**config.mk**
```make
export PLATFORM = sky130hd
export DESIGN_NAME = konnect_slave_n
export DESIGN_NICKNAME = d
export VERILOG_FILES = /design/src/rtl/konnect_slave_n.sv
export SDC_FILE = /design/constraint.sdc
export NUM_CORES = 1
export LEC_CHECK = 0
export CORE_UTILIZATION = 45
export DETAILED_ROUTE_END_ITERATION = 16
export PLACE_DENSITY_LB_ADDON = 0.25
export SLEW_MARGIN = 20
export SYNTH_ARGS = -nofsm -noshare
export SYNTH_HDL_FRONTEND = slang
export SYNTH_SLANG_ARGS = --single-unit
```
**constraint.sdc**
```tcl
create_clock -name clk -period 3.2 [get_ports clk]
set_clock_uncertainty 0.05 [all_clocks]
set_input_delay 0.48 -clock clk [delete_from_list [all_inputs] [get_ports clk]]
set_output_delay 0.48 -clock clk [all_outputs]
set_load 0.02 [all_outputs]
```
**src/rtl/konnect_slave_n.sv**
```systemverilog
// rtl/konnect_slave_n.sv - Konnect bus slave: synchronised capture, atomic output commit, watchdog
module konnect_slave_n #(
  parameter logic [7:0] ADDR        = 8'h0F,
  parameter int         N_OUT       = 2,
  parameter int         N_IN        = 3,
  parameter logic [7:0] EOC         = 8'hA5,
  parameter int         WDOG_CYCLES = 6650000
) (
  input  logic                 clk,
  input  logic                 kreset,
  input  logic                 k_clk,
  input  logic                 start_in,
  input  logic [7:0]           kdata_in,
  output logic [7:0]           kdata_out,
  output logic                 kdata_oe,
  input  logic [8*N_IN-1:0]    k_in,
  output logic [8*N_OUT-1:0]   k_out,
  output logic                 xfer_done,
  output logic                 wdog_trip
);

  localparam int LAST = N_OUT + N_IN + 2;
  localparam int SW   = $clog2(LAST + 1);
  localparam int SHW  = (N_OUT > 1) ? 8 * (N_OUT - 1) : 8;
  localparam int CW   = (WDOG_CYCLES > 0) ? $clog2(WDOG_CYCLES + 1) : 1;

  localparam logic [SW-1:0] S_LAST   = SW'(LAST);
  localparam logic [SW-1:0] S_COMMIT = SW'(N_OUT);
  localparam logic [SW-1:0] S_EOC    = SW'(N_OUT + N_IN);
  localparam logic [SW-1:0] S_OE_LO  = SW'(N_OUT + 1);
  localparam logic [SW-1:0] S_OE_HI  = SW'(N_OUT + N_IN + 1);
  localparam logic [CW-1:0] W_MAX    = CW'(WDOG_CYCLES);

  logic [2:0]         kclk_sync_q, start_sync_q;
  logic               kclk_rise, kclk_fall, start_rise, start_fall;

  logic               sm_en_q, sm_en_d;
  logic [SW-1:0]      state_q, state_d;
  logic [SHW-1:0]     shadow_q, shadow_d;
  logic [8*N_OUT-1:0] k_out_q, k_out_d;
  logic [7:0]         kdata_out_q, kdata_out_d;
  logic               xfer_done_q, xfer_done_d;
  logic               wdog_trip_q, wdog_trip_d;
  logic [CW-1:0]      wdog_q, wdog_d;

  // Two synchroniser flops per bus line, third flop keeps history for edge detection
  always_ff @(posedge clk or negedge kreset) begin
    if (!kreset) begin
      kclk_sync_q  <= '0;
      start_sync_q <= '0;
    end else begin
      kclk_sync_q  <= {kclk_sync_q[1:0], k_clk};
      start_sync_q <= {start_sync_q[1:0], start_in};
    end
  end

  assign kclk_rise  =  kclk_sync_q[1]  & ~kclk_sync_q[2];
  assign kclk_fall  = ~kclk_sync_q[1]  &  kclk_sync_q[2];
  assign start_rise =  start_sync_q[1] & ~start_sync_q[2];
  assign start_fall = ~start_sync_q[1] &  start_sync_q[2];

  // Next-state: watchdog first so that a commit in the same clk overrides a trip
  always_comb begin
    sm_en_d     = sm_en_q;
    state_d     = state_q;
    shadow_d    = shadow_q;
    k_out_d     = k_out_q;
    kdata_out_d = kdata_out_q;
    xfer_done_d = 1'b0;
    wdog_trip_d = wdog_trip_q;
    wdog_d      = wdog_q;

    if (WDOG_CYCLES > 0) begin
      if (wdog_q != W_MAX) begin
        wdog_d = wdog_q + CW'(1);
        if (wdog_d == W_MAX) begin
          k_out_d     = '0;
          wdog_trip_d = 1'b1;
        end
      end
    end

    if (start_rise) begin
      state_d = '0;
    end else if (start_fall) begin
      sm_en_d = (kdata_in == ADDR);
    end else if (kclk_rise) begin
      if (sm_en_q && state_q != S_LAST) state_d = state_q + SW'(1);
    end else if (kclk_fall && sm_en_q) begin
      // Early write bytes park in the shadow until the final byte arrives
      for (int j = 0; j < SHW / 8; j++) begin
        if ((j + 1) < N_OUT && state_q == SW'(j + 1)) shadow_d[8*j +: 8] = kdata_in;
      end
      if (state_q == S_COMMIT) begin
        for (int j = 0; j < N_OUT - 1; j++) k_out_d[8*j +: 8] = shadow_q[8*j +: 8];
        k_out_d[8*(N_OUT-1) +: 8] = kdata_in;
        xfer_done_d = 1'b1;
        wdog_d      = '0;
        wdog_trip_d = 1'b0;
      end
      kdata_out_d = 8'h00;
      for (int i = 0; i < N_IN; i++) begin
        if (state_q == SW'(N_OUT + i)) kdata_out_d = k_in[8*i +: 8];
      end
      if (state_q == S_EOC) kdata_out_d = EOC;
    end
  end

  // State registers
  always_ff @(posedge clk or negedge kreset) begin
    if (!kreset) begin
      sm_en_q     <= 1'b0;
      state_q     <= '0;
      shadow_q    <= '0;
      k_out_q     <= '0;
      kdata_out_q <= 8'h00;
      xfer_done_q <= 1'b0;
      wdog_trip_q <= 1'b0;
      wdog_q      <= '0;
    end else begin
      sm_en_q     <= sm_en_d;
      state_q     <= state_d;
      shadow_q    <= shadow_d;
      k_out_q     <= k_out_d;
      kdata_out_q <= kdata_out_d;
      xfer_done_q <= xfer_done_d;
      wdog_trip_q <= wdog_trip_d;
      wdog_q      <= wdog_d;
    end
  end

  // Drive only while the host holds k_clk high in a read slot of our own frame
  assign kdata_oe  = k_clk & ~start_in & sm_en_q & (state_q >= S_OE_LO) & (state_q <= S_OE_HI);
  assign kdata_out = kdata_out_q;
  assign k_out     = k_out_q;
  assign xfer_done = xfer_done_q;
  assign wdog_trip = wdog_trip_q;

endmodule

```
==> impl_metrics.tcl <==
set metrics [dict create \
    vias_per_cell 5.21 \
    ys_types 46 \
    status "complete, no violations" \
    rsz0062_at_grt "no" \
    worst_pin_slew_ps 837 \
    start_kind "register" \
    grt_max_degree 68 \
    ctsResizeCount 0 \
    rr_endpoint "k_out[10]" \
    ant_nets 0 \
    antenna_cells 0 \
    grt_overflow 0 \
    setup.worst_path.end_class "output port" \
    ys_warn_count 0 \
    vias 2596 \
    reg2reg_slack_ps 610 \
    fin_nets 438 \
    period_share_pct 89.3 \
    grt_pass1_wl_um 12100 \
    timing.slew.headroom_pct 44.2 \
    syn_area_per_cell_um2 10.3 \
    synthesis.area_um2 3390 \
    wl_per_cell_um 14.5 \
    ioPinCount 63 \
    syn-instance-count 329 \
    timing.rr.start "wdog_q[1]" \
    grt_util_all_layers_pct 20.4 \
    post-cts-setup-buffers 0 \
    leakage_nw 1.86 \
    numCtsBuffers 9 \
    intPower_mw 1.35 \
    start_util_pct 46.7 \
    clock_sinks 67 \
    cp_num_cells 5 \
    first_iter_violations 115 \
    drt-total-wl_um 7210 \
    cp_top_family "buffers and inverters" \
    arrival_ps 2330 \
    synth_edf_count 0 \
    crit_slowest_cell "clkdlybuf4s50_1" \
    stdcell_area_um2 4280 \
    ctsHoldBuffers 0 \
    cts_tree "yes" \
    die_area_um2 7890 \
    critPathKind "reg2out" \
    io_buffer_count 62 \
    synth_nets 373 \
    yosysMostFrequentCell "dfrtp_1" \
    setup_violations 0 \
    synth_top_area_share_pct 49.4 \
    cp_num_buf_inv 1 \
    drive_above_1_share_pct 10.0 \
    cts_buffer_depth 2 \
    ys_seq_area_share_pct 49.4 \
    area_growth_pct 26.2 \
    cts_root_buf "clkbuf_8" \
    report.final.hold_viol_count 0 \
    r2r_cells 8 \
    remaining_drc_errors 0 \
    synth_largest_area_cell "dfrtp_1" \
    slew_violations 0 \
    synth_ff_type "dfrtp_1" \
    synth_seq_cells 67 \
    seqPwrFrac_pct 52.5 \
    clock_power_share_pct 32.4 \
    crit_chain "ha_1 > ha_2 > a211oi_1 > nor4_1 > clkdlybuf4s50_1" \
    drv_cap 0 \
    swShare_pct 29.0 \
    crit_fanout 17 \
    powerDensity_nw_per_um2 445 \
    yosys-top-cells-count "67 x dfrtp_1, 54 x nor2_1, 24 x nand2_1" \
    ir_drop_mv 0.219 \
    timing.final.crit_period_ps 2860 \
    cp.required_ps 2670 \
    grt_pass1_vias 2553 \
    rows 31 \
    grt_antenna_before_repair 0 \
    dpl-instance-area_um2 4100 \
    place.gp.congestion 0.858 \
    insertion_delay_ps 340 \
    clock.fmax_mhz 350 \
    p_sw_mw 0.552 \
    die_w_um 88.8 \
    power_frac_comb_pct 15.1 \
    drtPass1Iterations 4 \
    core_area_um2 7250 \
    critPathMaxStageDelay_ps 640 \
    dp.final_hpwl_um 5110 \
    path_clk_slew_ps 70 \
    synthArstFlopShare_pct 100 \
    die_h_um 88.8 \
    ys_top_cells_by_area "dfrtp_1 49%, nor2_1 6.0%, mux2i_1 5.3%, xnor2_1 3.6%, mux2_2 3.3%" \
    hold_path_class "in2async" \
    tns_ps 0 \
    htreeDepth 3 \
]
-- stage by stage --
| stage | hold slack, ps | utilization, % | power, mW | setup slack [ps] | cells |
|---|---|---|---|---|---|
| detailed placement | 285 | 56.6 | 1.30 | 542 | 482 |
| global route | 320 | 59.0 | 2.00 | 195 | 498 |
| floorplan | 134 | - | 1.17 | 675 | 329 |
| CTS | 300 | 58.9 | 1.92 | 147 | 498 |
| global placement | 282 | 56.6 | 1.30 | 579 | 482 |
| finish | 261 | 59.0 | 1.90 | 344 | 498 |
-- cells by family after synthesis --
family,Yosys count,share of synthesized area [%]
and+or+nand+nor,142,23.0
xor gates and xnor gates,22,5.68
AOI/OAI and AO/OA,39,7.45
buffers and inverters,23,2.88
adders and majority gates,8,2.95
muxes,28,8.63
DFF,67,49.4
-- cell usage in the layout, fill, tap and decap left out, drive strengths merged, types with 6 or more instances in the layout --
master          n
mux2i          18
nand4           8
xor2            8
xnor2          14
clkbuf         12
nor3            8
nand3          12
ha              8
nand2          24
nor4            7
nor2           54
a21oi          18
dfrtp          67
inv            11
clkdlybuf4s50  61
o21ai           8
mux2           10
nor2b           6
-- area by class of cell --
type,instances,area (um^2)
Timing Repair Buffer,66,646
Fill cell,620,2980
Clock inverter,4,26.3
Inverter,11,41.3
Sequential cell,67,1680
Tap cell,99,124
Clock buffer,12,145
Multi-Input combinational cell,239,1620
-- power by group through the flow --
| stage | Combinational (mW) | Clock (mW) | Sequential, mW |
|---|---|---|---|
| final | 0.287 | 0.618 | 1.00 |
| after floorplan | 0.171 | 0 | 1.00 |
| after global placement | 0.284 | 0 | 1.01 |
| after global routing | 0.319 | 0.671 | 1.01 |
| after CTS | 0.290 | 0.630 | 1.00 |
| after detailed placement | 0.288 | 0 | 1.02 |
-- per-layer routing --
layer	track usage, %	wire (um)	vias to the layer above
met5	0	0	-
met4	9.24	142	0
met3	3.54	163	12
met2	32.4	3580	32
met1	27.3	3330	1275
li1	-	-	1277
-- worst max path at each step --
stage	to	slack [ps]	startpoint
finish	kdata_oe	340	state_q[1]
CTS	kdata_oe	150	state_q[0]
global route	kdata_oe	190	state_q[1]
global placement	kdata_oe	580	state_q[1]
detailed placement	kdata_oe	540	state_q[0]
floorplan	kdata_oe	680	state_q[1]
-- flip-flops by register name, summed over array words and instances, names as in the netlist --
| register | cells |
|---|---|
| shadow_q | 8 |
| k_out | 16 |
| wdog_trip | 1 |
| start_sync_q | 3 |
| kdata_out | 8 |
| kclk_sync_q | 3 |
| xfer_done | 1 |
| state_q | 3 |
| wdog_q | 23 |
| sm_en_q | 1 |
No activity file was read; power rests on OpenSTA's default activity.
